--- src/rtl/led_pkg.sv ---
// Shared definitions for the LED pattern scheduler: state encoding and defaults.
package led_pkg;

    localparam int LED_W_DEF = 18;
    localparam logic [LED_W_DEF-1:0] LED_OFF = '0;

    typedef enum logic [1:0] {
        IDLE    = 2'd0,
        RUN     = 2'd1,
        HANDOFF = 2'd2
    } state_t;

endpackage

--- src/rtl/led_next_sel.sv ---
// Finds the next set mask bit strictly after index cur, wrapping modulo N.
// With cur = N-1 this yields the lowest set bit.
module led_next_sel #(
    parameter int N = 5
) (
    input  logic [N-1:0] mask,
    input  logic [2:0]   cur,
    output logic [2:0]   nxt,
    output logic         none
);

    logic [2:0] idx;

    // Scan from farthest to nearest so the nearest set bit is written last.
    always_comb begin
        nxt  = 3'd0;
        none = 1'b1;
        idx  = 3'd0;
        for (int k = N; k >= 1; k--) begin
            idx = 3'((int'(cur) + k) % N);
            if (mask[idx]) begin
                nxt  = idx;
                none = 1'b0;
            end
        end
    end

endmodule

--- src/rtl/led_seq_ctrl.sv ---
// Round-robin scheduler for the LED pattern blocks with registered LED mux.
// Optional stuck-block watchdog enabled by defining LED_SEQ_WATCHDOG_EN.
//
// state   | meaning
// IDLE    | no grant, LED off; waits for enabler and a non-empty mask
// RUN     | cur_st granted; counting st_over rising edges up to REPEAT
// HANDOFF | single cycle with grant dropped; selects next masked block
module led_seq_ctrl
    import led_pkg::*;
#(
    parameter int NUM_ST   = 5,
    parameter int LED_W    = LED_W_DEF,
    parameter int REPEAT   = 2,
    parameter int WDOG_CYC = 4096
) (
    input  logic                    clk,
    input  logic                    rs,
    input  logic                    enabler,
    input  logic [NUM_ST-1:0]       st_mask,
    input  logic [NUM_ST-1:0]       st_over,
    input  logic [NUM_ST*LED_W-1:0] st_out,
    output logic [NUM_ST-1:0]       st_begin,
    output logic                    st_en,
    output logic [LED_W-1:0]        out,
    output logic [2:0]              cur_st,
    output logic                    wdog_err
);

    state_t     state;
    logic [3:0] rep_cnt;
    logic       over_d;
    logic [2:0] sel_from;
    logic [2:0] sel_nxt;
    logic       sel_none;
    logic       over_cur;
    logic       rise;

    assign st_en    = enabler;
    assign over_cur = st_over[cur_st];
    assign rise     = over_cur & ~over_d;
    // Searching after NUM_ST-1 in IDLE gives the lowest set bit.
    assign sel_from = (state == IDLE) ? 3'(NUM_ST - 1) : cur_st;

    led_next_sel #(.N(NUM_ST)) u_next_sel (
        .mask (st_mask),
        .cur  (sel_from),
        .nxt  (sel_nxt),
        .none (sel_none)
    );

`ifdef LED_SEQ_WATCHDOG_EN
    localparam int WDOG_W = $clog2(WDOG_CYC);
    logic [WDOG_W-1:0] wdog_cnt;
    logic              wdog_err_q;
    assign wdog_err = wdog_err_q;
`else
    assign wdog_err = 1'b0;
`endif

    always_ff @(posedge clk) begin
        if (rs) begin
            state    <= IDLE;
            cur_st   <= 3'd0;
            st_begin <= '0;
            out      <= LED_W'(LED_OFF);
            rep_cnt  <= 4'd0;
            over_d   <= 1'b0;
`ifdef LED_SEQ_WATCHDOG_EN
            wdog_cnt   <= '0;
            wdog_err_q <= 1'b0;
`endif
        end else begin
`ifdef LED_SEQ_WATCHDOG_EN
            wdog_err_q <= 1'b0;
`endif
            if (!enabler) begin
                state    <= IDLE;
                st_begin <= '0;
                out      <= LED_W'(LED_OFF);
                rep_cnt  <= 4'd0;
                over_d   <= 1'b0;
`ifdef LED_SEQ_WATCHDOG_EN
                wdog_cnt <= '0;
`endif
            end else begin
                case (state)
                    IDLE: begin
                        st_begin <= '0;
                        out      <= LED_W'(LED_OFF);
                        rep_cnt  <= 4'd0;
                        over_d   <= 1'b0;
`ifdef LED_SEQ_WATCHDOG_EN
                        wdog_cnt <= '0;
`endif
                        if (!sel_none) begin
                            cur_st <= sel_nxt;
                            state  <= RUN;
                        end
                    end
                    RUN: begin
                        st_begin <= NUM_ST'(1) << cur_st;
                        out      <= st_out[int'(cur_st)*LED_W +: LED_W];
                        over_d   <= over_cur;
                        if (rise) begin
`ifdef LED_SEQ_WATCHDOG_EN
                            wdog_cnt <= '0;
`endif
                            if (rep_cnt == 4'(REPEAT - 1)) begin
                                rep_cnt <= 4'd0;
                                state   <= HANDOFF;
                            end else begin
                                rep_cnt <= rep_cnt + 4'd1;
                            end
                        end
`ifdef LED_SEQ_WATCHDOG_EN
                        else if (wdog_cnt == WDOG_W'(WDOG_CYC - 1)) begin
                            wdog_cnt   <= '0;
                            wdog_err_q <= 1'b1;
                            rep_cnt    <= 4'd0;
                            state      <= HANDOFF;
                        end else begin
                            wdog_cnt <= wdog_cnt + 1'b1;
                        end
`endif
                    end
                    HANDOFF: begin
                        // Dropping the grant lets the outgoing block recycle; out holds.
                        st_begin <= '0;
                        over_d   <= 1'b0;
`ifdef LED_SEQ_WATCHDOG_EN
                        wdog_cnt <= '0;
`endif
                        if (sel_none) begin
                            state <= IDLE;
                        end else begin
                            cur_st <= sel_nxt;
                            state  <= RUN;
                        end
                    end
                    default: state <= IDLE;
                endcase
            end
        end
    end

endmodule

--- config.mk ---
export PLATFORM = sky130hd
export DESIGN_NAME = led_seq_ctrl
export DESIGN_NICKNAME = d
export VERILOG_FILES = /design/src/rtl/led_pkg.sv /design/src/rtl/led_next_sel.sv /design/src/rtl/led_seq_ctrl.sv
export SDC_FILE = /design/constraint.sdc
export NUM_CORES = 1
export LEC_CHECK = 0
export BUFFER_PORTS_ARGS = -buffer_cell sky130_fd_sc_hd__buf_2
export CAP_MARGIN = 40
export CORE_MARGIN = 5
export CORE_UTILIZATION = 53
export DETAILED_ROUTE_END_ITERATION = 6
export PLACE_DENSITY_LB_ADDON = 0.3
export SYNTH_ARGS = -nofsm -noshare
export SYNTH_HDL_FRONTEND = slang
export SYNTH_SLANG_ARGS = --single-unit
--- constraint.sdc ---
create_clock -name clk -period 13 [get_ports clk]
set_clock_uncertainty 0.1 [all_clocks]
set_input_delay 1.3 -clock clk [delete_from_list [all_inputs] [get_ports clk]]
set_output_delay 1.3 -clock clk [all_outputs]
set_load 0.02 [all_outputs]
* Yosys cells after proc, flatten, opt, wreduce, memory -nomap -nowiden
Index checks and enable logic that the tools add are counted.
** Cells by class
- Add/subtract/negate cells :: 6
- $mul :: 1
- Div/mod/pow operators :: 5
- Magnitude comparators :: 6
- Equal/unequal tests :: 6
- Shift-type cells :: 2
- Mux-type cells :: 34
- Bitwise gates (word level) :: 4
- Reductions and logical operators :: 8
** Operator list (count)
- 32-bit by 4-bit remainder unit with 32-bit output, second input constant :: 5
- 90-bit by 9-bit indexed part select with 18-bit output :: 1
- 18-bit one-hot mux with 2 select lines :: 1
- 3-bit by 4-bit less-than comparator with 1-bit output, second input constant :: 6
- 1-bit binary-select mux with 3-bit select :: 6
- 3-bit two-way mux :: 6
- 1-bit two-way mux :: 12
- 5-bit one-hot mux with 2 select lines :: 1
- 3-bit by 2-bit adder with 4-bit output, second input constant :: 2
- 3-bit by 3-bit adder with 4-bit output, second input constant :: 2
- 4-bit two-way mux :: 2
- 4-bit one-hot mux with 2 select lines :: 1
- 3-bit by 4-bit multiplier with 7-bit output, second input constant :: 1
- 2-bit two-way mux :: 3
- 2-bit inequality test, second input constant :: 3
- 2-bit one-hot mux with 3 select lines :: 1
- 3-bit AND reduction :: 2
- 1-bit by 3-bit left shift with 5-bit output, first input constant :: 1
- 3-bit by 1-bit adder with 4-bit output, second input constant :: 1
- 4-bit by 1-bit adder with 4-bit output, second input constant :: 1
- 4-bit by 1-bit == test with 1-bit output, second input constant :: 1
- 2-bit nonzero test :: 2
- 2-bit OR reduction :: 2
- 1-bit NOT :: 3
- 6 further kinds :: 6
** Word-level totals
- Bits in registers :: 33
- Latch bits :: 0
- RAM bits :: 0
- Bits in read-only memories :: 0
- Bits of input ports :: 103
- Memories kept :: 0

* Depth between registers and ports, before layout
Gate-level depths: netlist (run 1).
- Depth in word-level cells :: 13
- Depth in mapped cells :: 21
- Depth with buffers taken out :: 19

* Cells and area by module
A second synthesis (run 1) with hierarchy kept.
** Second synthesis, totals
- Cells, all modules :: 408
- Area total of the unflattened synthesis :: 3580.9 µm²
** By module, submodules not included
- led_seq_ctrl :: times used 1, cells each 174, area each 1815.5 µm², sequential area each 660.6 µm²
- led_next_sel :: times used 1, cells each 234, area each 1765.4 µm², sequential area each 0.0 µm²

* Least setup slack after synthesis (run 1)
No wires, ideal clock.
- Path type :: register to register
- Start :: reg cur_st[1]
- End :: reg cur_st[2]
- Setup time :: 0.116 ns
- Arrival time :: 4.498 ns
- Required time :: 12.784 ns
- Setup slack :: 8.286 ns
- Cell stages (with the launch flop) :: 22
- Clock period less this slack :: 4.714 ns
- Cells stage by stage :: dfxtp_1 -> clkbuf_1 -> o21ai_0 -> inv_1 -> ha_1 -> buf_2 -> xnor2_4 -> ha_1 -> nor2_1 -> a21boi_2 -> xnor2_1 -> inv_1 -> ha_1 -> nor2b_1 -> a21oi_1 -> a32oi_4 -> xnor2_1 -> mux2_4 -> a31oi_4 -> nand4_2 -> and2_4 -> a41o_1
** On the way
- Longest elaborated chain between the ends :: 12
** RTL lines
- start, declared :: line led_seq_ctrl.sv:25 : output logic [2:0] cur_st,
- start signal, assigned :: line led_seq_ctrl.sv:96 : cur_st <= sel_nxt;
- start signal, assigned :: line led_seq_ctrl.sv:136 : cur_st <= sel_nxt;
- 3-bit two-way mux (*) :: line led_seq_ctrl.sv:42 : assign sel_from = (state == IDLE) ? 3'(NUM_ST - 1) : cur_st;
- 3-bit by 3-bit adder with 4-bit output :: line led_next_sel.sv:20 : idx = 3'((int'(cur) + k) % N);
- 32-bit by 4-bit remainder unit with 32-bit output :: line led_next_sel.sv:20
- 1-bit binary-select mux with 3-bit select :: line led_next_sel.sv:21 : if (mask[idx]) begin
- 1-bit two-way mux (not written as such) :: line led_next_sel.sv:21
- 1-bit two-way mux (5 in a row) :: line led_next_sel.sv:21
- 1-bit NOT (no source line)
- 3-bit AND reduction (no source line)
Every way passes the cells marked *; elsewhere a longest branch is shown, timed or not. The select of a mux whose other input is x is not followed.
A chain may end at the register's enable or synchronous reset.

* Worst setup path in the final report (run 1)
- Start :: reg state[0]
- End :: reg cur_st[2]
** On the way
- Longest elaborated chain between the ends :: 13
** RTL lines
- start, declared :: line led_seq_ctrl.sv:29 : state_t state;
- start signal, assigned :: line led_seq_ctrl.sv:62 : state <= IDLE;
- start signal, assigned :: line led_seq_ctrl.sv:77 : state <= IDLE;
- start signal, assigned :: line led_seq_ctrl.sv:97 : state <= RUN;
- 2-bit zero test :: line led_seq_ctrl.sv:42, led_seq_ctrl.sv:86
- 3-bit two-way mux :: line led_seq_ctrl.sv:42
- 3-bit by 3-bit adder with 4-bit output :: line led_next_sel.sv:20
- 32-bit by 4-bit remainder unit with 32-bit output :: line led_next_sel.sv:20
- 1-bit binary-select mux with 3-bit select :: line led_next_sel.sv:21
- 1-bit two-way mux (not written as such) :: line led_next_sel.sv:21
- 1-bit two-way mux (5 in a row) :: line led_next_sel.sv:21
- 1-bit NOT (no source line)
- 3-bit AND reduction (no source line)
Several ways; a longest one is shown, not always the timed one. The select of a mux whose other input is x is not followed.

==> metrics.sh, run 1 <==
OUTCOME='completed'
NUMBER_OF_FAILING_HOLD_ENDPOINTS_AT_THE_FINAL_STAGE=0
SLEW-LIMIT-HEADROOM_PCT=48.54
PEAK_VDD_IR_mV=0.07443
SYNTH-SEQ-CELLS=33
SEQCELLAREA_UM2=661.9
CTS.CLK_SLEW.WORST_PATHS_PS=70
GROUTE.USAGE.OVERALL_PCT=25.39
COMMONEST_NON_FILL_NON_TAP_CELL_IN_THE_LAYOUT='buf_2'
FINAL.SETUP.TNS_PS=0
NUMBER_OF_CELLS_PRODUCED_BY_SYNTHESIS=390
SYNTH_AREA_LEADER_CELL='dfxtp_1'
FINAL.FILL_COUNT=558
SHARE_OF_THE_CLOCK_PERIOD_USED_BY_THE_WORST_PATH_PCT=42.02
DETAILED_PLACE_HPWL_UM=8815
CLOCK_TREE_FROM_TRITONCTS='done'
WIRE_PER_INST_UM=19.26
MULTIINPUTGATEAREA_UM2=2679
INITIAL_CORE_UTIL_PCT=55.09
TIMING.FINAL.MAX_SLEW_VIOLATIONS=0
FINAL_PERIOD_MINUS_WORST_SETUP_SLACK_PS=5462
SYNTH_ENABLE_FLOP_CELLS=0
PORT_BUFFERS=129
FP.DIEH_UM=91.48
DESIGN.PORTCOUNT=131
VIA_PER_INST=6.463
TOTALWIRELENGTH_UM=11300
POSTCTS_RESIZE_CNT=0
YOSYS.CELL_TYPES.COUNT=83
FMAX_GHz=0.1831
CRITICAL-PATH-SLOWEST-CELL='dfxtp_1'
POSTROUTEANTENNANETS=0
WORST_SLEW_PIN_SLEW_PS=772.0
MAX_STAGE_DELAY_PS=660
FP.COREAREA_UM2=6386
R2R_SETUP_SLACK_PS=7540
CLOCKBUFFERDEPTH=2
GRT_FIRST_PASS_WIRELENGTH_UM=17730
POST_DP_CELL_AREA_UM2=4194
FINAL_ESTIMATED_ROUTING_CONGESTION_IN_GLOBAL_PLACEMENT=0.9975
FIRST_DRT_PASS_ITERATION_COUNT=7
ENDPOINT_CLASS_OF_THE_CRITICAL_PATH='flop'
ROUTE.DETAILED.DRC=0
POWER_DENSITY_nW_PER_UM2=112.8
VIAS=3794
ANTENNA_CELLS_INSERTED=0
CELL_CHAIN_CRITICAL_PATH='o21ai_1 > buf_4 > inv_1 > ha_1 > xnor2_4 > ha_1 > nor2_1 > a21boi_2 > xnor2_1 > inv_1 > ha_1 > nor2b_1 > a21oi_1 > a32oi_4 > xnor2_1 > mux2_4 > a31oi_4 > nand4_2 > and2_4 > a41o_1'
SYN_AREA_UM2=3518
YS_SEQ_AREA_SHARE_PCT=18.78
PIN_COUNT_OF_THE_BIGGEST_NET_ENTERING_GLOBAL_ROUTING=32
SYNTH_NETS=518
POST-SYNTH-TOP-AREA-FRACTION_PCT=18.78
CLKLATENCYLATEPIN_PS=280
OVERFLOW=0
DR.FIRST_ITER.DRC_COUNT=307
CP_DATA_ARRIVAL_TIME_PS=5540
ROWS=29
WORSTPATHMAXFANOUT=17
CTS_INSERTED_BUFFERS=5
SETUP_VIOL=0
DRIVE_ABOVE_1_SHARE_PCT=38.04
NUMBER_OF_GLOBAL_ROUTE_VIAS_BEFORE_REPAIR=3637
WORST_PATH_DOMINANT_CELL_FAMILY='adder cells'
YOSYS_MOST_USED_DFF='dfxtp_1'
CTS-ROOT-BUF='clkbuf_8'
LAYOUT_COMMON_CELLS='129 x buf_2, 43 x nor2_1, 32 x dfxtp_1'
SETUP.WORST_PATH.START_CLASS='flop'
PATH_CLASS='reg -> reg'
WORSTPATHREQUIRED_PS=13080
HTREE_LEVELS=2
HOLD_PATH.CLASS='reg -> reg'
ANTENNA_FOUND_INITIAL=0
UTILIZATION_PCT=67.50
STDCELL_AREA_UM2=4310
MEAN_POST_SYNTH_CELL_AREA_UM2=9.021
CAP_VIOLATIONS=0
CTSHOLDBUFFERS=0
NNETSFINAL=637
TOTAL_OF_WARNINGS_RAISED_BY_YOSYS=0
CTS.SINK_COUNT=33
SYNTHTOPCELLSBYAREA='dfxtp_1 19%, mux4_2 13%, ha_1 8.9%, a222oi_1 5.1%, nor2_1 4.6%'
FLOW.AREA_GROWTH_FROM_SYNTHESIS_PCT=22.51
ASYNCSETRESETFLOPFRACSYNTH_PCT=0
WORST-PATH-BUF-INV=3
STATIC-LEAKAGE-POWER_uW=0.001902
PATH_COMMON_CELL='ha_1'
DIE-WIDTH_UM=91.48
DIE_AREA_UM2=8368
RSZ_0062_RAISED_AFTER_GLOBAL_ROUTING='false'
POST_CTS_BUFFERS=0
[cells by family (layout without fill, tap and decap cells)]
kind of cell	after synthesis	in the layout	share of synthesized area, %
AO/OA/AOI/OAI	123	123	28.41
XOR/XNOR	6	6	2.241
adder cells (fa/ha/maj)	25	25	8.890
buffers and inverters	39	159	5.086
flip-flops	33	33	18.78
multiplexers	35	35	17.46
other	1	1	0.1066
AND/OR/NAND/NOR	128	128	19.03
[Yosys cell counts, drive strengths merged, types with 4 or more instances]
cell type / number
a21o: 4
a21oi: 26
a222oi: 18
a311oi: 4
and2: 7
and3: 4
buf: 13
clkbuf: 10
dfxtp: 33
ha: 25
inv: 16
mux2: 5
mux2i: 10
mux4: 20
nand2: 29
nand2b: 5
nand3: 7
nand4b: 4
nor2: 43
nor2b: 7
nor3b: 4
o211ai: 5
o21a: 4
o21ai: 15
o31ai: 4
or2: 4
xnor2: 6
[state kept, by name, indices dropped and copies added, names as in the netlist]
register / count
out: 18
st_begin: 5
rep_cnt: 4
state: 2
over_d: 1
cur_st: 3
[tightest hold or removal path: cells and delay by family, from the launching register on]
family             cells  cell delay [ps]
AOI/OAI and AO/OA      1               60
DFF                    1              340
and+or+nand+nor        1               50
[area by class of cell]
type | instances | area share (%)
Inverter | 16 | 1.451
Clock inverter | 1 | 0.6967
Clock buffer | 7 | 2.003
Tap cell | 77 | 2.235
Multi-Input combinational cell | 318 | 62.15
Timing Repair Buffer | 135 | 16.11
Sequential cell | 33 | 15.36
[per-stage QoR]
step / setup slack, ps / cells / hold WS, ps / power [uW]
3_5_place_dp: 7657 / 579 / 355.4 / 383.7
6_report: 7538 / 587 / 373.1 / 486.2
3_3_place_gp: 7903 / 578 / 334.5 / 376.6
4_1_cts: 7608 / 587 / 371.6 / 485.0
2_1_floorplan: 8286 / 390 / 358.1 / 319.1
5_1_grt: 7193 / 587 / 388.2 / 515.1
[worst paths after layout]
path / startpoint / to / depth (start not counted)
worst max-delay path: state[0] / cur_st[2] / 20
worst min-delay path: st_begin[1] / st_begin[1] / 2
worst max register to register: state[0] / cur_st[2] / 20
worst min register to register: st_begin[1] / st_begin[1] / 2
[power by group]
part / switching, uW / total (uW) / internal (uW)
clock: 36.8 / 99.3 / 62.5
combinational: 154 / 276 / 122
sequential: 4.99 / 111 / 106
[per-layer routing]
metal | global-route usage, % | wire length [um] | up-vias
li1 | - | - | 1769
met1 | 30.94 | 4367 | 1813
met2 | 44.51 | 5718 | 192
met3 | 4.463 | 995 | 20
met4 | 9.046 | 221 | 0
met5 | 0 | 0 | -
(Power assumes the default switching activity.)
==> run 2: changes to the inputs <==
- ABC_AREA: unset -> 1
- CORE_UTILIZATION: 53 -> 50
- clock period: 13 -> 5.52 ns (I/O delays scaled with it)
==> metrics.sh, run 2 <==
POSTROUTEANTENNANETS=0  # unchanged
SYNTH_ENABLE_FLOP_CELLS=0  # unchanged
MAX_LAYER_USED='met4'
DESIGN.PORTCOUNT=131  # unchanged
POSTCTS_RESIZE_CNT=0  # unchanged
GRT_FIRST_PASS_WIRELENGTH_UM=17530  # -1.1%
POST-SYNTH-TOP-AREA-FRACTION_PCT=20.23  # +1.5 points
TOTALWIRELENGTH_UM=10840  # -4.1%
CLKLATENCYLATEPIN_PS=300  # +20 ps
POST_DP_CELL_AREA_UM2=3978  # -5.2%
DETAILED_PLACE_HPWL_UM=8509  # -3.5%
FIRST_DRT_PASS_ITERATION_COUNT=4  # -3
PATH_CLASS='reg -> reg'
CP_DATA_ARRIVAL_TIME_PS=4720  # -820 ps
YS_SEQ_AREA_SHARE_PCT=20.23  # +1.5 points
STATIC-LEAKAGE-POWER_uW=0.002071  # +8.9%
HTREE_LEVELS=2  # unchanged
FLOW.AREA_GROWTH_FROM_SYNTHESIS_PCT=24.44
FINAL_PERIOD_MINUS_WORST_SETUP_SLACK_PS=4594  # -868.3 ps
SYNTH_AREA_LEADER_CELL='dfxtp_1'
MEAN_POST_SYNTH_CELL_AREA_UM2=6.138  # -32%
ANTENNA_CELLS_INSERTED=0  # unchanged
SYNTH_MOST_COMMON_CELL='nand2_1'
PIN_COUNT_OF_THE_BIGGEST_NET_ENTERING_GLOBAL_ROUTING=45  # +41%
DP_WORST_SETUP_SLACK_PS=963.2  # -6694 ps
DETAILROUTE.WIRELENGTH.MET2_UM=5120  # -10%
WIRE_PER_INST_UM=14.79  # -23%
HOLD_PATH.CLASS='reg -> reg'
SETUP.WORST_PATH.START_CLASS='flop'
NETLIST_TOP_CELLS_COUNT='129 x nand2_1, 106 x nand3_1, 46 x inv_1, 34 x nor2_1, 33 x dfxtp_1'
DR.FIRST_ITER.DRC_COUNT=230  # -25%
SYN_AREA_UM2=3266  # -7.2%
SHARE_OF_THE_CLOCK_PERIOD_USED_BY_THE_WORST_PATH_PCT=83.23  # +41 points
ROWS=29  # unchanged
POWER_DENSITY_nW_PER_UM2=326.4  # +190%
OVERFLOW=0  # unchanged
DIE_AREA_UM2=8247  # -1.4%
YOSYS.CELL_TYPES.COUNT=38  # -54%
OUTCOME='completed'
GROUTE.USAGE.OVERALL_PCT=25.20  # -0.18 points
CAP_VIOLATIONS=0  # unchanged
CTS_INSERTED_BUFFERS=5  # unchanged
SYNTHTOPCELLSBYAREA='dfxtp_1 20%, nand3_1 16%, nand2_1 15%, ha_1 9.6%, a22oi_1 6.7%'
HOLDCRITSTARTPOINT='out[11]'
DRIVE_ABOVE_1_SHARE_PCT=27.29  # -11 points
POST_CTS_BUFFERS=0  # unchanged
CTS-ROOT-BUF='clkbuf_8'
WORSTPATHREQUIRED_PS=5650  # -7430 ps
FP.COREAREA_UM2=6350  # -0.57%
TIMING.FINAL.MAX_SLEW_VIOLATIONS=0  # unchanged
CTSHOLDBUFFERS=0  # unchanged
CTS.CLK_SLEW.WORST_PATHS_PS=70  # about the same
ANTENNA_FOUND_INITIAL=0  # unchanged
SYNTH-SEQ-CELLS=33  # unchanged
PEAK_VDD_IR_mV=0.2061  # +180%
NUMBER_OF_FAILING_HOLD_ENDPOINTS_AT_THE_FINAL_STAGE=0  # unchanged
NUMBER_OF_FLIP_FLOPS_IN_THE_LARGEST_REGISTER=18  # unchanged
CLOCK_TREE_FROM_TRITONCTS='done'
WORSTPATHMAXFANOUT=44  # +27
VIA_PER_INST=5.625  # -13%
SLEW-LIMIT-HEADROOM_PCT=52.23  # +3.7 points
YOSYS_MOST_USED_DFF='dfxtp_1'
FINAL_ESTIMATED_ROUTING_CONGESTION_IN_GLOBAL_PLACEMENT=0.9616  # -3.6%
RSZ_0062_RAISED_AFTER_GLOBAL_ROUTING='false'
STDCELL_AREA_UM2=4064  # -5.7%
FP.DIEH_UM=90.82  # -0.72%
LARGEST-REGISTER='out'
DIE-WIDTH_UM=90.82  # -0.72%
LAYOUT_COMMON_CELLS='129 x nand2_1, 129 x buf_2, 106 x nand3_1'
FINAL.SETUP.TNS_PS=0  # unchanged
TOTAL_OF_WARNINGS_RAISED_BY_YOSYS=0  # unchanged
SETUP_VIOL=0  # unchanged
INITIAL_CORE_UTIL_PCT=51.43  # -3.7 points
FIN_WS_PS=925.8  # -6612 ps
CTS.SINK_COUNT=33  # unchanged
PORT_BUFFERS=129  # unchanged
TIMING.RR.START='cur_st[1]'
NNETSFINAL=783  # +23%
ENDPOINT_CLASS_OF_THE_CRITICAL_PATH='flop'
VIAS=4123  # +8.7%
NUMBER_OF_CELLS_PRODUCED_BY_SYNTHESIS=532  # +36%
WORST_SETUP_PATH_STARTPOINT='cur_st[1]'
SYNTH_NETS=660  # +27%
WORST_SLEW_PIN_SLEW_PS=715.8  # -56.18 ps
WL_MET1_UM=4364  # about the same
LAYOUT_TOP_REGISTERS='out (18), st_begin (5), rep_cnt (4)'
ROUTE.DETAILED.DRC=0  # unchanged
FMAX_GHz=0.2177  # +19%
NUMBER_OF_GLOBAL_ROUTE_VIAS_BEFORE_REPAIR=3904  # +7.3%
ASYNCSETRESETFLOPFRACSYNTH_PCT=0  # unchanged
MET3ROUTEDLENGTH_UM=1061  # +6.6%
CLOCKBUFFERDEPTH=2  # unchanged
## run 2: power breakdown
group	switching [uW]	internal (uW)
sequential	13.8	257
combinational	578	292
clock	99.5	87.0
total	691	635
## run 2: kinds of logic after synthesis
kind of cell,after synthesis,synth area share [%]
AND/OR/NAND/NOR,301,42.18
AO/OA/AOI/OAI,87,16.90
buffers and inverters,79,9.387
flip-flops,33,20.23
adder cells (fa/ha/maj),25,9.579
XOR/XNOR,6,1.609
other,1,0.1148
## run 2: worst paths after layout
| check | depth (start not counted) | endpoint | slack, ps |
|---|---|---|---|
| worst max register to register | 24 | cur_st[1] | 930 |
| worst min register to register | 2 | out[11] | 380 |
| worst max-delay path | 24 | cur_st[1] | 930 |
| worst min-delay path | 2 | out[11] | 380 |
## run 2: layout make-up
type,instances,area (um^2)
multi-input cells,420,2298
fillers,601,2286
well taps,77,96.34
repair buffers,136,698.2
clock buffers,5,68.82
inverters,59,224.0
flip-flops and latches,33,660.6
clock inverters,3,17.52
## run 2: critical path: stages (launching register included)
cell     delay, ps
dfxtp_1        310
buf_4          370
inv_2          100
nor2_2         400
inv_2          140
ha_1           430
ha_1           260
inv_1           80
nand4_1        130
nand2_1        100
xor2_1         310
ha_1           240
inv_1           50
or2_2          260
nand3_1        150
nand2_2        110
o21ai_1        180
nand3_1        130
nand3_1        100
nand2_1         80
nand2_2        100
nand3_4         90
nor2_1         120
nand2_1         70
a21oi_1        120
## run 2: per-stage QoR
| stage | power (uW) | hold WS [ps] | instances | util [%] |
|---|---|---|---|---|
| floorplan | 916.8 | 358.3 | 532 | - |
| global placement | 1107 | 364.4 | 724 | 62.52 |
| detailed placement | 1130 | 372.3 | 725 | 62.64 |
| CTS | 1319 | 363.9 | 733 | 64.00 |
| global route | 1444 | 366.7 | 733 | 64.00 |
| finish | 1326 | 381.1 | 733 | 64.00 |
## run 2: per-layer routing
| metal | track usage [%] | vias to the layer above |
|---|---|---|
| li1 | - | 2040 |
| met1 | 31.94 | 1846 |
| met2 | 41.28 | 216 |
| met3 | 5.833 | 21 |
| met4 | 9.658 | 0 |
| met5 | 0 | - |
==> run 3: changes to the inputs <==
- ABC_AREA: 1 -> 0
- CORE_UTILIZATION: 50 -> 51
- clock period: 5.52 -> 4.6 ns (I/O delays scaled with it)
==> metrics.sh, run 3 (same netlist as run 1, synthesis figures left out) <==
OUTCOME='completed'
CP_DATA_ARRIVAL_TIME_PS=4430  # -290 ps
ANTENNA_CELLS_INSERTED=0  # unchanged
POWER_REPORT.INTERNAL_TOTAL_uW=843.8  # +33%
ROWS=30  # +3.4%
NUMBER_OF_FAILING_HOLD_ENDPOINTS_AT_THE_FINAL_STAGE=0  # unchanged
WORST_SLEW_PIN_SLEW_PS=805.3  # +89.56 ps
OVERFLOW=0  # unchanged
SWITCHINGPOWER_uW=565.3  # -18%
SLEW-LIMIT-HEADROOM_PCT=46.31  # -5.9 points
CTS.CLK_SLEW.WORST_PATHS_PS=60  # about the same
CLKLATENCYLATEPIN_PS=300  # about the same
CTSHOLDBUFFERS=0  # unchanged
POST_DP_CELL_AREA_UM2=4292  # +7.9%
NUMBER_OF_GLOBAL_ROUTE_VIAS_BEFORE_REPAIR=3621  # -7.2%
MAX_LAYER_USED='met4'
FP.DIEH_UM=93.06  # +2.5%
FINAL.SETUP.TNS_PS=0  # unchanged
MET3ROUTEDLENGTH_UM=986  # -7.1%
HOLDCRITSTARTPOINT='rs'
PWR-SHARE-CLK_PCT=20.3  # +6.2 points
PORT_BUFFERS=129  # unchanged
PIN_COUNT_OF_THE_BIGGEST_NET_ENTERING_GLOBAL_ROUTING=32  # -29%
COMMONEST_NON_FILL_NON_TAP_CELL_IN_THE_LAYOUT='buf_2'
FIRST_DRT_PASS_ITERATION_COUNT=5  # +1
INITIAL_CORE_UTIL_PCT=52.07  # +0.65 points
HTREE_LEVELS=2  # unchanged
RSZ_0062_RAISED_AFTER_GLOBAL_ROUTING='false'
FMAX_GHz=0.2314  # +6.3%
DIE-WIDTH_UM=93.06  # +2.5%
FINAL.HOLD.WORST_SLACK_PS=261.9  # -119.3 ps
ROUTE.DETAILED.DRC=0  # unchanged
CTS.SINK_COUNT=33  # unchanged
PATH_CLASS='reg -> reg'
FINAL_ESTIMATED_ROUTING_CONGESTION_IN_GLOBAL_PLACEMENT=0.9195  # -4.4%
CAP_VIOLATIONS=0  # unchanged
WORSTPATHMAXFANOUT=11  # -75%
SETUP_VIOL=0  # unchanged
NUMBER_OF_FLIP_FLOPS_IN_THE_LARGEST_REGISTER=18  # unchanged
GROUTE.USAGE.OVERALL_PCT=25.40  # +0.20 points
HOLD_PATH.CLASS='in -> reg'
DRIVE_ABOVE_1_SHARE_PCT=41.49  # +14 points
STATIC-LEAKAGE-POWER_uW=0.001989  # -4.0%
POSTROUTEANTENNANETS=0  # unchanged
NNETSFINAL=650  # -17%
FP.COREAREA_UM2=6756  # +6.4%
TIMING.FINAL.MAX_SLEW_VIOLATIONS=0  # unchanged
WORSTPATHREQUIRED_PS=4710  # -940 ps
DR.FIRST_ITER.DRC_COUNT=257  # +12%
PWR-SHARE-COMB_PCT=57.7  # -7.8 points
VIA_PER_INST=6.257  # +11%
CTS_INSERTED_BUFFERS=5  # unchanged
TIMING.RR.START='state[0]'
DETAILED_PLACE_HPWL_UM=8961  # +5.3%
GRT_FIRST_PASS_WIRELENGTH_UM=17780  # +1.5%
WIRE_PER_INST_UM=18.95  # +28%
PEAK_VDD_IR_mV=0.2667  # +29%
DIE_AREA_UM2=8660  # +5.0%
LARGEST-REGISTER='out'
DETAILROUTE.WIRELENGTH.MET2_UM=5371  # +4.9%
FINAL.FILL_COUNT=577  # -4.0%
POWER_SWITCHING_SHARE_PCT=40.12  # -12 points
WORST_SETUP_PATH_STARTPOINT='state[0]'
ENDPOINT_CLASS_OF_THE_CRITICAL_PATH='flop'
CLOCK_TREE_FROM_TRITONCTS='done'
HOLDPATHSTAGES=2  # unchanged
FINAL_PERIOD_MINUS_WORST_SETUP_SLACK_PS=4321  # -272.8 ps
STDCELL_AREA_UM2=4461  # +9.8%
POWER_DENSITY_nW_PER_UM2=315.9  # -3.2%
CTS-ROOT-BUF='clkbuf_8'
SETUP.WORST_PATH.START_CLASS='flop'
TOTALWIRELENGTH_UM=11430  # +5.4%
SHARE_OF_THE_CLOCK_PERIOD_USED_BY_THE_WORST_PATH_PCT=93.94  # +11 points
LAYOUT_TOP_REGISTERS='out (18), st_begin (5), rep_cnt (4)'
FF2FF_PATH_DEPTH=17  # -29%
DESIGN.PORTCOUNT=131  # unchanged
VIAS=3773  # -8.5%
CLOCKBUFFERDEPTH=2  # unchanged
ANTENNA_FOUND_INITIAL=0  # unchanged
WL_MET1_UM=4851  # +11%
SEQUENTIALPOWERSHARE_PCT=22.0  # +1.6 points
FLOW.AREA_GROWTH_FROM_SYNTHESIS_PCT=26.78
LAYOUT_COMMON_CELLS='129 x buf_2, 42 x nor2_1, 31 x dfxtp_1'
[run 3: cell count changes in the layout (fill, tap and decap cells not counted), moves of 11 or more]
cell	previous run	this run
nand2_1	129	28
nand3_1	106	7
inv_1	46	12
a22oi_1	29	1
mux4_2	0	20
a222oi_1	0	18
buf_4	7	18
nand2_2	12	1
[run 3: routing by layer]
metal	vias to the layer above	global-route usage [%]
li1	1796	-
met1	1775	33.50
met2	185	40.79
met3	17	6.516
met4	0	7.814
met5	-	0
[run 3: layout make-up]
cell class	instances	area, um^2	area share (%)
tap	80	100.1	2.244
timing repair buffer	148	795.8	17.84
clock buffer	7	86.33	1.935
sequential	33	663.1	14.87
inverter	16	62.56	1.403
multi-input combinational	318	2723	61.04
clock inverter	1	30.03	0.6732
[run 3: critical path, stage by stage (launching register included)]
cell	delay, ps
dfxtp_2	360
buf_4	180
o21bai_4	280
buf_4	250
ha_2	260
a21oi_2	70
mux2i_1	150
a21oi_1	230
ha_1	230
nor3b_2	240
o2111a_2	300
xnor2_1	150
mux2_2	370
a221oi_2	260
nand2_1	130
o31ai_1	280
a32oi_1	170
a211oi_1	240
[run 3: worst paths after layout]
kind / endpoint / slack, ps
worst min-delay path: cur_st[0] / 260
worst min register to register: st_begin[1] / 360
worst max register to register: cur_st[0] / 280
worst max-delay path: cur_st[0] / 280
[run 3: power groups by stage]
stage / registers (uW) / logic (uW) / clock network (uW)
after CTS: 309 / 784 / 290
after floorplan: 328 / 574 / 0
after global routing: 312 / 882 / 305
final: 310 / 813 / 286
after global placement: 314 / 768 / 0
after detailed placement: 315 / 780 / 0
[run 3: through the flow]
step,power (uW),instances,setup WS [ps],utilization [%]
CTS,1382,602,127.4,65.24
finish,1409,603,278.6,66.02
global placement,1082,592,219.4,63.19
detailed placement,1095,594,164.3,63.52
floorplan,902.3,390,99.41,-
global route,1499,603,15.75,66.02
[run 3: what timing repair did]
action                                  in CTS  in global routing
resized for setup                            0                 12
hold endpoints to repair                     0                  0
endpoints found under the setup margin       0                  3
setup buffers                                0                  1
